==> src/rtl/fb_scanout_pkg.sv <==
// Shared frame-buffer constants: pixel format, SDRAM burst/address widths,
// bank select width, and the scan-out FSM state type.
package fb_scanout_pkg;
  localparam int PIX_W      = 16;  // RGB565
  localparam int BURST_BITS = 10;
  localparam int ADDR_W     = 22;
  localparam int BANK_W     = 2;

  typedef logic [PIX_W-1:0] pix_t;

  typedef enum logic [2:0] {
    ST_IDLE,
    ST_WAIT_SPACE,
    ST_REQ,
    ST_FLUSH,
    ST_DONE
  } scan_state_t;
endpackage

==> src/rtl/fb_scanout_if.sv <==
// SDRAM read-burst port.
//   master (scan-out): read_burst_req, read_addr, read_burst_len, read_bank
//   slave  (SDRAM)   : read_burst_data_vld, read_burst_data, read_burst_finish
interface fb_scanout_if;
  import fb_scanout_pkg::*;

  logic                  read_burst_req;
  logic [ADDR_W-1:0]     read_addr;
  logic [BURST_BITS-1:0] read_burst_len;
  logic [BANK_W-1:0]     read_bank;
  logic                  read_burst_data_vld;
  pix_t                  read_burst_data;
  logic                  read_burst_finish;

  modport master (
    output read_burst_req, read_addr, read_burst_len, read_bank,
    input  read_burst_data_vld, read_burst_data, read_burst_finish
  );

  modport slave (
    input  read_burst_req, read_addr, read_burst_len, read_bank,
    output read_burst_data_vld, read_burst_data, read_burst_finish
  );
endinterface

==> src/rtl/fb_scanout_pixel_fifo.sv <==
// Synchronous pixel FIFO with flush and registered read data.
//   push/push_data : write one word (ignored when full or flushing)
//   pop            : read one word; rd_data <= head, or 0 when empty/flushing
//   flush          : empty the FIFO this cycle
//   count          : current occupancy
module pixel_fifo
  import fb_scanout_pkg::*;
#(
  parameter int DEPTH = 256
) (
  input  logic                     clk,
  input  logic                     rst_n,
  input  logic                     push,
  input  pix_t                     push_data,
  input  logic                     pop,
  input  logic                     flush,
  output pix_t                     rd_data,
  output logic [$clog2(DEPTH):0]   count
);
  localparam int AW = $clog2(DEPTH);

  pix_t           mem [DEPTH];
  logic [AW-1:0]  wr_ptr;
  logic [AW-1:0]  rd_ptr;
  logic           empty;
  logic           full;
  logic           do_push;
  logic           do_pop;

  assign empty   = (count == '0);
  assign full    = (count == (AW+1)'(DEPTH));
  assign do_push = push && !full && !flush;
  assign do_pop  = pop && !empty && !flush;

  always_ff @(posedge clk) begin
    if (do_push) mem[wr_ptr] <= push_data;
  end

  always_ff @(posedge clk or negedge rst_n) begin
    if (!rst_n) begin
      wr_ptr  <= '0;
      rd_ptr  <= '0;
      count   <= '0;
      rd_data <= '0;
    end else if (flush) begin
      wr_ptr <= '0;
      rd_ptr <= '0;
      count  <= '0;
      if (pop) rd_data <= '0;
    end else begin
      if (pop) rd_data <= empty ? '0 : mem[rd_ptr];
      if (do_push) wr_ptr <= wr_ptr + 1'b1;
      if (do_pop)  rd_ptr <= rd_ptr + 1'b1;
      if (do_push && !do_pop)      count <= count + 1'b1;
      else if (do_pop && !do_push) count <= count - 1'b1;
    end
  end
endmodule

==> src/rtl/fb_scanout.sv <==
// Frame-buffer scan-out: reads the displayed bank from SDRAM in fixed bursts
// and feeds the display pixel pipeline through pixel_fifo.
//   clk, rst_n        : clock, async active-low reset
//   frame_start       : restart scan (disp_bank sampled here)
//   rd                : SDRAM read-burst port (master)
//   pix_req / pix_rgb : pixel pop, data valid the cycle after
//   underflow         : sticky, pop seen on empty FIFO; cleared by frame_start
//   frame_done        : pulse when the last burst of a frame finishes
module fb_scanout
  import fb_scanout_pkg::*;
#(
  parameter int H_RES      = 640,
  parameter int V_RES      = 480,
  parameter int BURST_LEN  = 64,
  parameter int FIFO_DEPTH = 256
) (
  input  logic               clk,
  input  logic               rst_n,
  input  logic               frame_start,
  input  logic [BANK_W-1:0]  disp_bank,
  fb_scanout_if.master       rd,
  input  logic               pix_req,
  output pix_t               pix_rgb,
  output logic               underflow,
  output logic               frame_done
);
  localparam int FRAME_PIX = H_RES * V_RES;
  localparam int CNT_W     = $clog2(FIFO_DEPTH) + 1;

  scan_state_t        state;
  logic [ADDR_W:0]    remaining;
  logic [CNT_W-1:0]   fifo_count;
  logic               restart;
  logic               push;
  logic               space_ok;

  // Restart also covers an in-flight burst: it completes (finish) before the
  // scan can start over, since SDRAM bursts cannot be aborted.
  always_comb begin
    restart = 1'b0;
    unique case (state)
      ST_IDLE, ST_WAIT_SPACE, ST_DONE: restart = frame_start;
      ST_REQ:   restart = rd.read_burst_finish && frame_start;
      ST_FLUSH: restart = rd.read_burst_finish;
      default:  restart = 1'b0;
    endcase
  end

  // Words arriving while a restart is pending (FLUSH) are discarded.
  assign push     = rd.read_burst_data_vld && (state == ST_REQ);
  // Only WAIT_SPACE checks credit and no burst is outstanding there.
  assign space_ok = fifo_count <= CNT_W'(FIFO_DEPTH - BURST_LEN);
  assign rd.read_burst_len = BURST_BITS'(BURST_LEN);

  pixel_fifo #(.DEPTH(FIFO_DEPTH)) u_fifo (
    .clk       (clk),
    .rst_n     (rst_n),
    .push      (push),
    .push_data (rd.read_burst_data),
    .pop       (pix_req),
    .flush     (restart),
    .rd_data   (pix_rgb),
    .count     (fifo_count)
  );

  always_ff @(posedge clk or negedge rst_n) begin
    if (!rst_n) begin
      state             <= ST_IDLE;
      rd.read_burst_req <= 1'b0;
      rd.read_addr      <= '0;
      rd.read_bank      <= '0;
      remaining         <= '0;
      frame_done        <= 1'b0;
      underflow         <= 1'b0;
    end else begin
      frame_done <= 1'b0;

      if (frame_start)                      underflow <= 1'b0;
      else if (pix_req && fifo_count == '0) underflow <= 1'b1;

      if (restart) begin
        rd.read_bank      <= disp_bank;
        rd.read_addr      <= '0;
        remaining         <= (ADDR_W+1)'(FRAME_PIX);
        rd.read_burst_req <= 1'b0;
        state             <= ST_WAIT_SPACE;
      end else begin
        unique case (state)
          ST_WAIT_SPACE: begin
            if (space_ok) begin
              rd.read_burst_req <= 1'b1;
              state             <= ST_REQ;
            end
          end
          ST_REQ: begin
            if (rd.read_burst_finish) begin
              rd.read_burst_req <= 1'b0;
              rd.read_addr      <= rd.read_addr + ADDR_W'(BURST_LEN);
              remaining         <= remaining - (ADDR_W+1)'(BURST_LEN);
              if (remaining == (ADDR_W+1)'(BURST_LEN)) begin
                frame_done <= 1'b1;
                state      <= ST_DONE;
              end else begin
                state <= ST_WAIT_SPACE;
              end
            end else if (frame_start) begin
              rd.read_bank <= disp_bank;
              state        <= ST_FLUSH;
            end
          end
          ST_FLUSH: begin
            if (frame_start) rd.read_bank <= disp_bank;
          end
          default: ;
        endcase
      end
    end
  end
endmodule

==> src/flat_wrapper.sv <==
// flat-port wrapper written by rule: the top's interface ports become plain ports
module fb_scanout_flat import fb_scanout_pkg::*;
#(
  parameter int H_RES      = 640,
  parameter int V_RES      = 480,
  parameter int BURST_LEN  = 64,
  parameter int FIFO_DEPTH = 256
)
  (clk, rst_n, frame_start, disp_bank, pix_req, pix_rgb, underflow, frame_done, rd_read_burst_req, rd_read_addr, rd_read_burst_len, rd_read_bank, rd_read_burst_data_vld, rd_read_burst_data, rd_read_burst_finish);
  fb_scanout_if rd_i ();
  input  logic clk;
  input  logic rst_n;
  input  logic frame_start;
  input  logic [BANK_W-1:0] disp_bank;
  input  logic pix_req;
  output pix_t pix_rgb;
  output logic underflow;
  output logic frame_done;
  output wire logic [$bits(rd_i.read_burst_req)-1:0] rd_read_burst_req;
  output wire logic [$bits(rd_i.read_addr)-1:0] rd_read_addr;
  output wire logic [$bits(rd_i.read_burst_len)-1:0] rd_read_burst_len;
  output wire logic [$bits(rd_i.read_bank)-1:0] rd_read_bank;
  input wire logic [$bits(rd_i.read_burst_data_vld)-1:0] rd_read_burst_data_vld;
  input wire logic [$bits(rd_i.read_burst_data)-1:0] rd_read_burst_data;
  input wire logic [$bits(rd_i.read_burst_finish)-1:0] rd_read_burst_finish;
  assign rd_read_burst_req = rd_i.read_burst_req;
  assign rd_read_addr = rd_i.read_addr;
  assign rd_read_burst_len = rd_i.read_burst_len;
  assign rd_read_bank = rd_i.read_bank;
  assign rd_i.read_burst_data_vld = rd_read_burst_data_vld;
  assign rd_i.read_burst_data = rd_read_burst_data;
  assign rd_i.read_burst_finish = rd_read_burst_finish;
  fb_scanout #(.H_RES(H_RES), .V_RES(V_RES), .BURST_LEN(BURST_LEN), .FIFO_DEPTH(FIFO_DEPTH)) u_core (.clk(clk), .rst_n(rst_n), .frame_start(frame_start), .disp_bank(disp_bank), .rd(rd_i), .pix_req(pix_req), .pix_rgb(pix_rgb), .underflow(underflow), .frame_done(frame_done));
endmodule
==> config.mk <==
export PLATFORM = sky130hd
export DESIGN_NAME = fb_scanout_flat
export DESIGN_NICKNAME = d
export VERILOG_FILES = /design/src/rtl/fb_scanout_pkg.sv /design/src/rtl/fb_scanout_if.sv /design/src/rtl/fb_scanout_pixel_fifo.sv /design/src/rtl/fb_scanout.sv /design/src/flat_wrapper.sv
export SDC_FILE = /design/constraint.sdc
export NUM_CORES = 2
export LEC_CHECK = 0
export ABC_AREA = 1
export BUFFER_PORTS_ARGS = -buffer_cell sky130_fd_sc_hd__buf_2
export CAP_MARGIN = 10
export CORE_MARGIN = 2
export CORE_UTILIZATION = 40
export DETAILED_ROUTE_END_ITERATION = 8
export HOLD_SLACK_MARGIN = 0.12
export PLACE_DENSITY_LB_ADDON = 0.25
export SLEW_MARGIN = 40
export SYNTH_ARGS = -nofsm -noshare
export SYNTH_HDL_FRONTEND = slang
export SYNTH_SLANG_ARGS = --single-unit
==> constraint.sdc <==
create_clock -name clk -period 6.21 [get_ports clk]
set_clock_uncertainty 0.15 [all_clocks]
set_input_delay 0.9315 -clock clk [delete_from_list [all_inputs] [get_ports clk]]
set_output_delay 0.9315 -clock clk [all_outputs]
set_load 0.005 [all_outputs]
==> impl_metrics.env <==
export IMPL_status="completed"
export IMPL_crit_path_end="u_core.u_fifo.rd_data[8]"
export IMPL_cp_buffers_inverters=4
export IMPL_dr_pass1_iters=6
export IMPL_grtUsageMet2=0.351
export IMPL_synthCells=14400
export IMPL_cp_required_ns=6.93
export IMPL_cp_slowest_cell="dfrtp_4"
export IMPL_synth_warnings=0
export IMPL_finalMaxSlewViolations=0
export IMPL_cts_tree="done"
export IMPL_wl_per_cell_um=24.6
export IMPL_io_buffers=60
export IMPL_path_depth=16
export IMPL_die_h_um=657
export IMPL_grt_pass1_wl_um=729000
export IMPL_drt_iter0_drc=13400
export IMPL_numCtsBuffers=421
export IMPL_path_max_fanout=197
export IMPL_track_usage=0.227
export IMPL_yosys_area_top_type="edfxtp_1"
export IMPL_p_seq_frac=0.415
export IMPL_wl_um=503000
export IMPL_clkSinkCount=4178
export IMPL_min_path_cells=1
export IMPL_die_w_um=657
export IMPL_syn_cell_area_sq_mm=0.170
export IMPL_gp_congestion=0.854
export IMPL_intPower_w=0.0502
export IMPL_r2r_start="u_core.u_fifo.rd_ptr[0]"
export IMPL_grt_max_degree=198
export IMPL_vias_per_cell=5.44
export IMPL_critPathCaptureType="register"
export IMPL_grt_overflow_total=0
export IMPL_clock_latency_ns=0.99
export IMPL_hold_viol=0
export IMPL_ant_nets=0
export IMPL_synth_cell_type_count=46
export IMPL_synth_ff_type="edfxtp_1"
export IMPL_hp_start="rd_read_burst_data[0]"
export IMPL_p_sw_w=0.0252
export IMPL_critPathTopFamily="simple AND/OR/NAND/NOR gates"
export IMPL_path_clk_slew_ns=0.06
export IMPL_gr_usage_met1=0.327
export IMPL_cts_buffer_depth=4
export IMPL_place_hpwl_um=276000
export IMPL_post_cts_setup_buffers=0
export IMPL_pin_count=77
export IMPL_reg2reg_depth=16
export IMPL_drc=0
export IMPL_min_delay_path_class="primary input to register"
export IMPL_vias=111000
export IMPL_setup_viol=0
export IMPL_antenna_found_initial=9
export IMPL_fin_ws_ns=1.61
export IMPL_maxCapViolCount=0
export IMPL_yosysSeqAreaShare=0.734
export IMPL_tightest_slew_ns=0.977
export IMPL_top_usage_layer="met2"
export IMPL_slew_headroom=0.349
export IMPL_critPathLaunchType="register"
export IMPL_areaGrowthSynthToFinish_pct=11.9
export IMPL_synth_edf_count=4096
export IMPL_drive_gt1_frac=0.0783
export IMPL_crit_chain="buf_12 -> clkinv_16 -> buf_12 -> buf_4 -> nand2_1 -> nand3_1 -> nand3_1 -> nand3_1 -> nand3_1 -> nand2_1 -> nand2_1 -> nand2_1 -> nand2_1 -> nand3_1 -> nand3_1 -> nand2_1"
export IMPL_fmaxAchievable_mhz=217
export IMPL_layout_nets=14500
export IMPL_syn_area_per_cell_sq_um=11.8
export IMPL_synth_seq_cells=4178
export IMPL_initial_utilization=0.402
export IMPL_cts_htree_levels=5
export IMPL_die_area_sq_mm=0.431
export IMPL_rows=239
export IMPL_dp_slack_ns=1.52
export IMPL_p_comb_frac=0.255
export IMPL_synth_area_top_cells="edfxtp_1 72%, nand2_1 11%, nand3_1 9.7%, buf_2 1.4%, dfrtp_1 1.2%"
export IMPL_min_period_over_period=0.741
export IMPL_p_per_area_mw_per_mm2=395
export IMPL_clockPowerShare=0.330
export IMPL_async_reset_ff_frac=0.0196
export IMPL_max_stage_delay_ns=0.74
export IMPL_arrival_ns=5.32
export IMPL_rr_endpoint="u_core.u_fifo.rd_data[8]"
export IMPL_rsz0062_at_grt="false"
export IMPL_rrSetupSlack_ns=1.61
export IMPL_tns_ns=0
export IMPL_cp_startpoint="u_core.u_fifo.rd_ptr[0]"
export IMPL_yosys_area_top_type_share=0.722
export IMPL_cts_root_buf="clkbuf_16"
export IMPL_crit_type="register to register"
export IMPL_first_global_vias=103000
export IMPL_grt_use_met3=0.0322
export IMPL_period_needed_ns=4.60
export IMPL_core_sq_mm=0.424
export IMPL_p_sw_frac=0.335
export IMPL_p_leak_nw=68.0
export IMPL_vdd_ir_drop_worst_v=0.000414
## layout make-up
| class | count | area (sq um) |
|---|---|---|
| Multi-Input combinational cell | 9236 | 39800 |
| Inverter | 101 | 440 |
| Tap cell | 5663 | 7090 |
| Clock inverter | 225 | 2000 |
| Sequential cell | 4178 | 125000 |
| Antenna cell | 7 | 17.5 |
| Fill cell | 38600 | 233000 |
| Clock buffer | 540 | 11300 |
| Timing Repair Buffer | 518 | 5050 |
## kinds of logic after synthesis
family,after synthesis,synth area share
AOI/OAI and AO/OA,292,0.00876
xor gates and xnor gates,7,0.000360
adders and majority gates,18,0.00137
buffers and inverters,1037,0.0341
DFF,4178,0.734
muxes,2,0.000132
other,2,0.0000441
and+or+nand+nor,8901,0.222
## sequential cells by signal (all words and copies together) (netlist names)
name	flops
u_core.underflow	1
u_core.u_fifo.count	9
u_core.u_fifo.rd_ptr	8
u_core.rd.read_burst_req	1
u_core.u_fifo.wr_ptr	8
u_core.u_fifo.rd_data	16
u_core.u_fifo.mem	4096
u_core.rd.read_addr	16
u_core.rd.read_bank	2
u_core.remaining	17
u_core.state	3
u_core.frame_done	1
## synthesized netlist by cell type, drive strengths merged (2+ instances only)
cell and number:
a21oi 237, buf 804, clkbuf 132, conb 2, dfrtp 82, edfxtp 4096, ha 17, inv 101
mux2 2, nand2 5218, nand3 3301, nand4 6, nor2 353, nor3 16, nor4 3, o21a 2
o21ai 43, o22ai 5, xor2 6
## through the flow
step | utilization | area, sq um | cells | power [W] | hold slack (ns)
finish | 0.450 | 191000 | 20500 | 0.0754 | 0.166
global route | 0.450 | 191000 | 20500 | 0.0785 | 0.155
CTS | 0.449 | 191000 | 20500 | 0.0756 | 0.125
detailed placement | 0.418 | 177000 | 19700 | 0.0510 | 0.324
global placement | 0.417 | 177000 | 19700 | 0.0509 | 0.325
floorplan | - | 170000 | 14500 | 0.0444 | 0.297
## power by group through the flow
stage	clock network [W]	logic, W	registers [W]
after detailed placement	0	0.0191	0.0319
after global routing	0.0262	0.0210	0.0313
after floorplan	0	0.0127	0.0318
after CTS	0.0252	0.0191	0.0313
final	0.0249	0.0192	0.0313
after global placement	0	0.0189	0.0320
## per-layer routing
metal  vias up  part of all wire  wire length, um
met5         -                 0                0
met4         0             0.037            18800
met3       827             0.079            39800
met2      4612              0.46           230000
met1     55300              0.43           215000
li1      50700                 -                -
## worst min-delay path by stage
stage | endpoint | slack (ns)
floorplan | u_core.remaining[17] | 0.30
global placement | u_core.remaining[17] | 0.32
detailed placement | u_core.remaining[17] | 0.32
CTS | u_core.u_fifo.mem[107][0] | 0.12
global route | u_core.u_fifo.mem[107][0] | 0.15
finish | u_core.u_fifo.mem[107][0] | 0.17
## cell usage in the layout, fill, tap and decap left out, drive strengths merged, types with 6 or more instances in the layout
| master | instances |
|---|---|
| a21oi | 237 |
| buf | 513 |
| bufinv | 30 |
| clkbuf | 540 |
| clkinv | 177 |
| clkinvlp | 6 |
| conb | 16 |
| dfrtp | 82 |
| diode | 7 |
| edfxtp | 4096 |
| ha | 17 |
| inv | 113 |
| nand2 | 5218 |
| nand3 | 3301 |
| nand4 | 6 |
| nor2 | 353 |
| nor3 | 16 |
| o21ai | 43 |
| xor2 | 6 |
## timing repair
| item | in CTS | in global routing |
|---|---|---|
| resized for setup | 0 | 0 |
| hold buffers | 5 | 0 |
| endpoints found under the hold margin | 37 | 0 |
Note: power is estimated with default switching activity, not from simulation.
